File: src/rtl/uart_rx_fpga_if.sv
// uart_rx_fpga_if
// Purpose : groups the serial RX pin and the received-byte status bundle of
//           the UART receiver so that the receiver and its consumer share one
//           port.
// Signals : i_dataRx      - serial RX line, idles high
//           o_bitsRx      - last received byte
//           o_doneRx      - one-cycle frame-complete strobe
//           o_parityErrRx - even-parity mismatch on the last frame
//           o_frameErrRx  - stop bit sampled low on the last frame
//           o_busyRx      - receiver is inside a frame (or a break)
// Modports: master - the receiver (drives the status, reads the pin)
//           slave  - the pin driver / byte consumer
interface uart_rx_fpga_if;
   logic       i_dataRx;
   logic [7:0] o_bitsRx;
   logic       o_doneRx;
   logic       o_parityErrRx;
   logic       o_frameErrRx;
   logic       o_busyRx;

   modport master (
      input  i_dataRx,
      output o_bitsRx,
      output o_doneRx,
      output o_parityErrRx,
      output o_frameErrRx,
      output o_busyRx
   );

   modport slave (
      output i_dataRx,
      input  o_bitsRx,
      input  o_doneRx,
      input  o_parityErrRx,
      input  o_frameErrRx,
      input  o_busyRx
   );
endinterface

File: src/rtl/uart_rx_fpga.sv
// uart_rx_fpga
// Purpose : UART receiver for 8-data-bit, even-parity, one-stop-bit frames,
//           LSB first. Each frame ends with a one-cycle done strobe plus
//           parity-error and framing-error status, all held until the next
//           frame completes.
// Params  : clksPerBit - system clocks per UART bit (4..256)
// Ports   : i_clkRx - system clock, rising edge
//           i_reset - asynchronous active-high reset
//           rxIf    - uart_rx_fpga_if.master (pin in, byte/status out)
module uart_rx_fpga #(
   parameter int clksPerBit = 234
) (
   input  logic           i_clkRx,
   input  logic           i_reset,
   uart_rx_fpga_if.master rxIf
);

   localparam logic [7:0] lastCount = 8'(clksPerBit - 1);
   localparam logic [7:0] midCount  = 8'((clksPerBit - 1) / 2);

   typedef enum logic [2:0] {
      IDLE   = 3'd0,
      START  = 3'd1,
      DATA   = 3'd2,
      PARITY = 3'd3,
      STOP   = 3'd4,
      BREAK  = 3'd5
   } rxState_t;

   rxState_t   state;
   logic [7:0] bitCount;
   logic [2:0] bitIndex;
   logic [7:0] dataShift;
   logic       parityBad;
   logic       syncA;
   logic       rxS;
   logic [7:0] bitsReg;
   logic       doneReg;
   logic       parityErrReg;
   logic       frameErrReg;
   logic       busyReg;

   // Two-flop synchronizer for the asynchronous pin. Both flops reset high so
   // that reset release never looks like a start bit.
   always_ff @(posedge i_clkRx or posedge i_reset) begin
      if (i_reset) begin
         syncA <= 1'b1;
         rxS   <= 1'b1;
      end else begin
         syncA <= rxIf.i_dataRx;
         rxS   <= syncA;
      end
   end

   // Frame FSM. START validates the start bit at its middle, after which every
   // later sample lands one full bit period later, i.e. at mid-bit. The stop
   // sample publishes the byte and status on the same edge, so the done strobe
   // is visible in the cycle the FSM is back in IDLE (or in BREAK). busyReg is
   // updated together with every state change so it tracks state exactly.
   always_ff @(posedge i_clkRx or posedge i_reset) begin
      if (i_reset) begin
         state        <= IDLE;
         bitCount     <= 8'd0;
         bitIndex     <= 3'd0;
         dataShift    <= 8'd0;
         parityBad    <= 1'b0;
         bitsReg      <= 8'd0;
         doneReg      <= 1'b0;
         parityErrReg <= 1'b0;
         frameErrReg  <= 1'b0;
         busyReg      <= 1'b0;
      end else begin
         doneReg <= 1'b0;
         case (state)
            IDLE: begin
               bitCount <= 8'd0;
               bitIndex <= 3'd0;
               if (!rxS) begin
                  state   <= START;
                  busyReg <= 1'b1;
               end
            end
            START: begin
               if (bitCount == midCount) begin
                  bitCount <= 8'd0;
                  if (!rxS) begin
                     state <= DATA;
                  end else begin
                     state   <= IDLE;
                     busyReg <= 1'b0;
                  end
               end else begin
                  bitCount <= bitCount + 8'd1;
               end
            end
            DATA: begin
               if (bitCount == lastCount) begin
                  bitCount            <= 8'd0;
                  dataShift[bitIndex] <= rxS;
                  bitIndex            <= bitIndex + 3'd1;
                  if (bitIndex == 3'd7) begin
                     state <= PARITY;
                  end
               end else begin
                  bitCount <= bitCount + 8'd1;
               end
            end
            PARITY: begin
               if (bitCount == lastCount) begin
                  bitCount  <= 8'd0;
                  parityBad <= rxS ^ (^dataShift);
                  state     <= STOP;
               end else begin
                  bitCount <= bitCount + 8'd1;
               end
            end
            STOP: begin
               if (bitCount == lastCount) begin
                  bitCount     <= 8'd0;
                  bitsReg      <= dataShift;
                  parityErrReg <= parityBad;
                  frameErrReg  <= ~rxS;
                  doneReg      <= 1'b1;
                  if (rxS) begin
                     state   <= IDLE;
                     busyReg <= 1'b0;
                  end else begin
                     state <= BREAK;
                  end
               end else begin
                  bitCount <= bitCount + 8'd1;
               end
            end
            BREAK: begin
               if (rxS) begin
                  state   <= IDLE;
                  busyReg <= 1'b0;
               end
            end
            default: begin
               state    <= IDLE;
               busyReg  <= 1'b0;
               bitCount <= 8'd0;
               bitIndex <= 3'd0;
            end
         endcase
      end
   end

   assign rxIf.o_bitsRx      = bitsReg;
   assign rxIf.o_doneRx      = doneReg;
   assign rxIf.o_parityErrRx = parityErrReg;
   assign rxIf.o_frameErrRx  = frameErrReg;
   assign rxIf.o_busyRx      = busyReg;

endmodule

File: src/flat_wrapper.sv
// flat-port wrapper written by rule: the top's interface ports become plain ports
module uart_rx_fpga_flat 
#(
   parameter int clksPerBit = 234
)
  (i_clkRx, i_reset, rxIf_i_dataRx, rxIf_o_bitsRx, rxIf_o_doneRx, rxIf_o_parityErrRx, rxIf_o_frameErrRx, rxIf_o_busyRx);
  uart_rx_fpga_if rxIf_i ();
  input  logic i_clkRx;
  input  logic i_reset;
  input wire logic [$bits(rxIf_i.i_dataRx)-1:0] rxIf_i_dataRx;
  output wire logic [$bits(rxIf_i.o_bitsRx)-1:0] rxIf_o_bitsRx;
  output wire logic [$bits(rxIf_i.o_doneRx)-1:0] rxIf_o_doneRx;
  output wire logic [$bits(rxIf_i.o_parityErrRx)-1:0] rxIf_o_parityErrRx;
  output wire logic [$bits(rxIf_i.o_frameErrRx)-1:0] rxIf_o_frameErrRx;
  output wire logic [$bits(rxIf_i.o_busyRx)-1:0] rxIf_o_busyRx;
  assign rxIf_i.i_dataRx = rxIf_i_dataRx;
  assign rxIf_o_bitsRx = rxIf_i.o_bitsRx;
  assign rxIf_o_doneRx = rxIf_i.o_doneRx;
  assign rxIf_o_parityErrRx = rxIf_i.o_parityErrRx;
  assign rxIf_o_frameErrRx = rxIf_i.o_frameErrRx;
  assign rxIf_o_busyRx = rxIf_i.o_busyRx;
  uart_rx_fpga #(.clksPerBit(clksPerBit)) u_core (.i_clkRx(i_clkRx), .i_reset(i_reset), .rxIf(rxIf_i));
endmodule
File: config.mk
export PLATFORM = sky130hd
export DESIGN_NAME = uart_rx_fpga_flat
export DESIGN_NICKNAME = d
export VERILOG_FILES = /design/src/rtl/uart_rx_fpga_if.sv /design/src/rtl/uart_rx_fpga.sv /design/src/flat_wrapper.sv
export SDC_FILE = /design/constraint.sdc
export NUM_CORES = 1
export LEC_CHECK = 0
export CORE_ASPECT_RATIO = 1.4
export CORE_MARGIN = 1.5
export CORE_UTILIZATION = 50
export DETAILED_ROUTE_END_ITERATION = 7
export PLACE_DENSITY = 0.69
export RECOVER_POWER = 25
export REMOVE_ABC_BUFFERS = 1
export SYNTH_ARGS = -nofsm -noshare
export SYNTH_HDL_FRONTEND = slang
export SYNTH_SLANG_ARGS = --single-unit
export TNS_END_PERCENT = 5
File: constraint.sdc
create_clock -name i_clkRx -period 5.37 [get_ports i_clkRx]
set_input_delay 0.537 -clock i_clkRx [delete_from_list [all_inputs] [get_ports i_clkRx]]
set_output_delay 0.537 -clock i_clkRx [all_outputs]
set_load 0.03 [all_outputs]
# Word level (Yosys, flattened, before mapping)
# Cells that the tools add are included.
# totals
input_bits	3
out_inout_bits	12
wordCells	72
reg_bits	37
# op_classes
order_cmp	2
n_reduce_logical	12
mux	25
n_bitwise	4
addsub	2
n_eq_ne	15
# ops
cell	n
$mux 3	9
$pmux 8 s3	1
$pmux 3 s6	1
$mux 8	2
$ne 2x1->1 const B	6
$eq 3x3->1 const B	3
$add 8x1->8 const B	1
$bwmux 8	1
$eq 8x7->1 const B	1
$eq 8x8->1 const B	1
$reduce_and 2->1	4
$reduce_xor 8->1	1
$mux 1	7
$reduce_and 7->1	1
$eq 3x2->1 const B	2
$pmux 3 s2	1
$pmux 1 s5	1
$lt 3x4->1 const B	1
$reduce_and 4->1	1
$reduce_or 4->1	1
$add 3x1->3 const B	1
$demux 1 s3	1
$eq 3x1->1 const B	1
$ge 3x1->1 const B	1
8 further kinds	10

# Logic depth before layout (Yosys ltp)
# Gate-level depths: netlist of the first run.
# logic_depth
depth_word	5
mapped_depth	8
mapped_depth_nobuf	6

# Worst setup path before layout of the first run
# OpenSTA, ideal clock, no wires.
# synth_path
path_type	flip-flop to flip-flop
startpoint	reg u_core.bitCount[1]
endpoint	reg u_core.dataShift[3]
setup_time_ns	0.125
required_time_ns	5.245
synth_period_minus_slack_ns	1.724
arrival_ns	1.599
n_path_buf	1
path_stages_with_launch	8
setup_slack_ns	3.646
path_cell_list	dfrtp_1 -> inv_1 -> ha_1 -> and3b_1 -> buf_2 -> nand4_1 -> nor3b_1 -> mux2_2
# synth_via
elab_chain_cells	2
# synth_rtl
element	line	text
start: declaration	uart_rx_fpga.sv:31	logic [7:0] bitCount;
start signal: assignment	uart_rx_fpga.sv:93	bitCount <= bitCount + 8'd1;
start signal: assignment	uart_rx_fpga.sv:105	bitCount <= bitCount + 8'd1;
start signal: assignment	uart_rx_fpga.sv:114	bitCount <= bitCount + 8'd1;
$eq 8x8->1	uart_rx_fpga.sv:97	if (bitCount == lastCount) begin
$reduce_and 2->1 (no line)	--	
end signal: indexed assignment	uart_rx_fpga.sv:99	dataShift[bitIndex] <= rxS;
end: declaration	uart_rx_fpga.sv:33	logic [7:0] dataShift;
# No other way between the ends.
# A chain may end at the register's enable or synchronous reset.

==> results of run 1 <==
-- worst max-delay path, delay by kind of cell --
kind,cells,cell delay [ns]
buffers and inverters,3,1.93
-- sequential cells by signal, summed over array words and instances (netlist names) --
register                   cells
u_core.bitCount                8
u_core.rxIf.o_parityErrRx      1
u_core.rxIf.o_busyRx           1
u_core.rxIf.o_frameErrRx       1
u_core.parityBad               1
u_core.bitIndex                3
u_core.rxIf.o_doneRx           1
u_core.dataShift               8
u_core.state                   3
u_core.syncA                   1
u_core.rxS                     1
u_core.rxIf.o_bitsRx           8
-- final cells by class --
cell class              instances  area share, %
multi-input cells             129           43.7
well taps                      42           2.41
clock buffers                   5           3.15
clock inverters                 3          0.802
inverters                       5          0.859
repair buffers                 15           6.59
flip-flops and latches         37           42.5
-- worst min-delay path by stage --
stage            startpoint  slack [ns]         end
6_report       u_core.syncA        0.36  u_core.rxS
5_1_grt        u_core.syncA        0.37  u_core.rxS
4_1_cts        u_core.syncA        0.36  u_core.rxS
3_5_place_dp   u_core.syncA        0.35  u_core.rxS
3_3_place_gp   u_core.syncA        0.35  u_core.rxS
2_1_floorplan  u_core.syncA        0.35  u_core.rxS
-- cells in the final DEF (no fill, tap or decap), types with 2 or more instances in the layout --
master | Yosys | routed
nand3b_1 | 2 | 2
o211ai_1 | 2 | 2
mux2_2 | 17 | 17
a21oi_1 | 5 | 5
nor3b_1 | 3 | 3
o21ai_0 | 10 | 10
or3b_1 | 2 | 2
nor3_1 | 3 | 3
dlygate4sd3_1 | 0 | 2
dfstp_2 | 2 | 2
inv_1 | 5 | 5
o22ai_1 | 3 | 3
clkbuf_8 | 0 | 5
and2b_1 | 2 | 2
nand2b_1 | 4 | 4
nand2_1 | 18 | 18
and2_1 | 3 | 3
clkinv_2 | 0 | 2
nand3_1 | 6 | 6
nor4_1 | 2 | 2
ha_1 | 5 | 5
nor2_1 | 10 | 10
nor2b_1 | 3 | 3
xnor2_1 | 5 | 5
clkdlybuf4s50_1 | 0 | 12
xor2_1 | 2 | 2
dfrtp_1 | 35 | 35
o221ai_1 | 2 | 2
-- metal layers --
metal	GRT usage (%)	vias to the layer above
met1	19.5	663
met4	9.76	0
met3	4.33	9
met2	33.1	30
met5	0	-
li1	-	668
-- through the flow --
stage          instances  hold WS (ns)  utilization, %  setup slack, ns  power [mW]
2_1_floorplan        171         0.345               -             3.63       0.292
3_5_place_dp         228         0.349            56.7             3.37       0.297
5_1_grt              236         0.366            58.9             2.73       0.500
4_1_cts              236         0.359            59.0             3.38       0.487
6_report             236         0.357            58.9             3.11       0.477
3_3_place_gp         228         0.347            56.7             3.50       0.296
-- power groups by stage --
stage | logic (mW) | registers [mW] | clock network [mW]
5_1_grt | 0.0104 | 0.281 | 0.208
3_5_place_dp | 0.00984 | 0.287 | 0
6_report | 0.00866 | 0.281 | 0.187
3_3_place_gp | 0.00944 | 0.287 | 0
4_1_cts | 0.00980 | 0.281 | 0.195
2_1_floorplan | 0.00576 | 0.286 | 0
-- logic make-up after synthesis --
| family | Yosys count | synth area share [%] |
|---|---|---|
| buffers and inverters | 16 | 4.81 |
| and+or+nand+nor | 67 | 19.4 |
| DFF | 37 | 46.9 |
| muxes | 18 | 10.2 |
| adders and majority gates | 5 | 3.16 |
| AOI/OAI and AO/OA | 31 | 11.3 |
| xor gates and xnor gates | 8 | 4.24 |
==> flow_summary.ini, run 1 <==
[worst_setup_path]
cpMaxStageDelayCell = clkbuf_1
worstSetupStartpoint = i_reset
crit_type = in -> async
crit_chain = dlygate4sd3_1 -> inv_1 -> clkbuf_1
r2r-start = u_core.state[2]
reg2reg_depth = 4
r2r_end = u_core.state[1]
critPathLaunchType = input port
end_kind = async pin
crit_path_end = u_core.state[0]
crit_arrival_ns = 2.47
max_stage_delay_ns = 0.96
regToRegSetupSlack_ns = 3.34
worstPathRequired_ns = 5.58
crit_fanout = 23

[sta]
rsz0062_at_grt = false
tightest_slew_ns = 1.22
finalMaxSlewViolations = 0
fin_skew_ns = 0.00486
final-hold-violation-count = 0
tns_ns = 0
setup_violations = 0
fmax_mhz = 443
slew_headroom_pct = 18.5
min_period_ns = 2.26
post-route-period-util_pct = 42.1

[detailed_routing]
firstDrtPassIters = 4
drt_iter0_drc = 35
vias = 1370
drt-wirelength-per-cell_um = 15.3
ant_nets = 0
wl_met1_um = 1480
top_layer = met4
wl_met3_um = 142
viasPerCell = 5.81
route.detailed.drc = 0
dr_wl_met2_um = 1890
totalWireLength_um = 3620

[logic_synthesis]
synthTopCellsByArea = dfrtp_1, mux2_2, nand2_1
synth-main-ff-cell = dfrtp_1
ys_ff_latch = 37
yosys-top-cells-count = dfrtp_1, nand2_1, mux2_2, nor2_1, o21ai_0
yosys.cell_count.top_type = dfrtp_1
synth-async-reset-ratio_pct = 100
netlist.area_leader.share_pct = 44.3
synth_top_cell_by_area = dfrtp_1
ys_seq_area_share_pct = 46.9
avgSynthCellArea_um2 = 10.9
yosysWarnings = 0
synth_edf_count = 0
netlist_instances = 182
synth_area_mm2 = 0.00198
ys_types = 49

[power_and_ir_drop]
intPower_uw = 371
swShare_pct = 22.2
powerDensity_mw_per_mm2 = 219
ir_drop_v = 0.000226
p_comb_share_pct = 1.8
p_clk_share_pct = 39.2
p_leak_nw = 0.986
power.share.sequential_pct = 58.9
power_switching_uw = 106

[run]
drv_cap = 0

[place]
portBuffers = 14
hpwl_um = 2660
place_area_mm2 = 0.00210
place.gp.congestion = 0.836

[global_routing]
overflow = 0
antenna_found_initial = 0
grt_pass1_vias = 1407
grt_usage_pct = 18.4
grt_pass1_wl_um = 6220
grt_start_max_net_pins = 24

[final_layout]
layout-drive-gt1-share_pct = 18.0
fillers = 325
fin_nets = 201
diodes = 0
multi_input_area_um2 = 955
seqCellArea_um2 = 928
final_cell_area_mm2 = 0.00218
area_growth_pct = 10.4

[floorplan]
num_rows = 26
die-area_mm2 = 0.00435
io_pins = 15
die_width_um = 56.2
die_h_um = 77.4
start_util_pct = 53.3
core_area_mm2 = 0.00371

[worst_hold_path]
hold_class = reg -> reg
hold_depth = 0

[cts]
cts_tree = done
clockRootBuffer = clkbuf_8
numClockSinks = 37
cts_buffers = 5
post_cts_buffers = 0
htreeDepth = 2
ctsHoldBuffers = 0
clk_pin_slew_worst_paths_ns = 0.07
clockBufferDepth = 2
cts-resized-gates = 0
insertion_delay_ns = 0.29

[run_status]
outcome = finished clean
Note: power is estimated with default switching activity, not from simulation.
==> run 2, diff against run 1 <==
Clock period 5.37 ns to 2.2 ns, I/O delays scaled along.
==> flow_summary.ini, run 2 (synthesis results as in run 1) <==
[detailed_routing]
ant_nets = 0
drt_iter0_drc = 27
route.detailed.drc = 0
drt-wirelength-per-cell_um = 16.3
totalWireLength_um = 3900
viasPerCell = 5.85
firstDrtPassIters = 4
vias = 1398

[place]
portBuffers = 14
place.gp.congestion = 0.880
hpwl_um = 2870
dp_slack_ns = 0.283
place_area_mm2 = 0.00212

[final_layout]
final_common_cell = dfrtp_1
layout-drive-gt1-share_pct = 18.8
final_cell_mix = dfrtp_1, nand2_1, mux2_2, clkdlybuf4s50_1
diodes = 0
final_core_util_pct = 60.3
fin_nets = 204
area_growth_pct = 13.1
final_cell_area_mm2 = 0.00224

[worst_setup_path]
r2r-start = u_core.bitCount[1]
crit_arrival_ns = 2.09
crit_type = reg -> reg
crit_fanout = 7
reg2reg_depth = 6
worstPathRequired_ns = 2.38
end_kind = flop
regToRegSetupSlack_ns = 0.29
r2r_end = u_core.dataShift[3]
critPathLaunchType = flop

[global_routing]
antenna_found_initial = 0
grt_pass1_vias = 1451
grt_usage_pct = 19.5
grt_start_max_net_pins = 21
overflow = 0
grt_pass1_wl_um = 6640

[power_and_ir_drop]
power_switching_uw = 263
p_clk_share_pct = 46.3
swShare_pct = 19.9
ir_drop_v = 0.000494
power.share.sequential_pct = 52.0
intPower_mw = 1.06
p_leak_nw = 1.01
powerDensity_mw_per_mm2 = 590
p_comb_share_pct = 1.6

[sta]
fmax_mhz = 523
rsz0062_at_grt = false
fin_skew_ns = 0.00926
tightest_slew_ns = 1.08
finalMaxSlewViolations = 0
tns_ns = 0
slew_headroom_pct = 28.3
setup_ws_ns = 0.289
min_period_ns = 1.91
post-route-period-util_pct = 86.9
final-hold-violation-count = 0
setup_violations = 0

[cts]
post_cts_buffers = 0
clockBufferDepth = 2
htreeDepth = 2
cts_tree = done
clk_pin_slew_worst_paths_ns = 0.08
cts_buffers = 5
ctsHoldBuffers = 0
clockRootBuffer = clkbuf_8
cts-resized-gates = 0
insertion_delay_ns = 0.29
numClockSinks = 37

[floorplan]
die-area_mm2 = 0.00435
die_h_um = 77.4
die_width_um = 56.2
io_pins = 15
core_area_mm2 = 0.00371
num_rows = 26
start_util_pct = 53.3

[worst_hold_path]
hold_depth = 0
min_to = u_core.rxS
min-delay-start = u_core.syncA
hold_class = reg -> reg

[run_status]
outcome = finished clean

[run]
drv_cap = 0
==> run 2: changes by cell type in the layout (fill, tap and decap cells not counted), sizes merged <==
cell    change
buf         +2
bufinv      +1
clkbuf      +2
clkinv      -2
==> run 2: worst max-delay path by stage <==
| stage | startpoint | endpoint | slack [ns] | cells after the start |
|---|---|---|---|---|
| 2_1_floorplan | u_core.bitCount[1] | u_core.dataShift[3] | 0.46 | 6 |
| 3_3_place_gp | u_core.bitCount[1] | u_core.dataShift[3] | 0.39 | 6 |
| 3_5_place_dp | u_core.bitCount[1] | u_core.dataShift[3] | 0.28 | 6 |
| 4_1_cts | u_core.bitCount[1] | u_core.dataShift[3] | 0.29 | 6 |
| 5_1_grt | u_core.bitCount[1] | u_core.dataShift[5] | 0.17 | 6 |
| 6_report | u_core.bitCount[1] | u_core.dataShift[3] | 0.29 | 6 |
==> run 2: stage by stage <==
step	hold slack, ns	std cells	power [mW]
3_5_place_dp	0.352	231	0.725
3_3_place_gp	0.346	231	0.724
5_1_grt	0.369	239	1.37
6_report	0.360	239	1.32
4_1_cts	0.259	239	1.34
2_1_floorplan	0.224	171	0.712
==> run 2: critical path: stages, from the launching register on <==
cell and delay, ns:
dfrtp_1 0.40, inv_1 0.10, ha_1 0.14, and3b_1 0.33
nand4_1 0.22, nor3b_1 0.26, mux2_2 0.36
==> run 2: cell type report <==
cell class,instances,area (µm²)
Clock buffer,6,82.6
Multi-Input combinational cell,129,955
Sequential cell,37,928
Inverter,5,18.8
Fill cell,327,1470
Timing Repair Buffer,18,163
Clock inverter,2,37.5
Tap cell,42,52.6
==> run 2: power groups by stage <==
stage | clock network (mW) | logic (mW) | registers, mW
2_1_floorplan | 0 | 0.0141 | 0.698
5_1_grt | 0.658 | 0.0256 | 0.687
3_3_place_gp | 0 | 0.0245 | 0.700
3_5_place_dp | 0 | 0.0253 | 0.700
4_1_cts | 0.627 | 0.0255 | 0.687
6_report | 0.612 | 0.0216 | 0.687
==> run 2: routing by layer <==
metal | global-route usage, % | vias to the layer above | part of all wire, % | wire length (µm)
li1 | - | 671 | - | -
met1 | 20.7 | 701 | 40 | 1570
met2 | 35.9 | 18 | 55 | 2140
met3 | 4.17 | 8 | 2.2 | 87
met4 | 9.05 | 0 | 2.7 | 106
met5 | 0 | - | 0 | 0
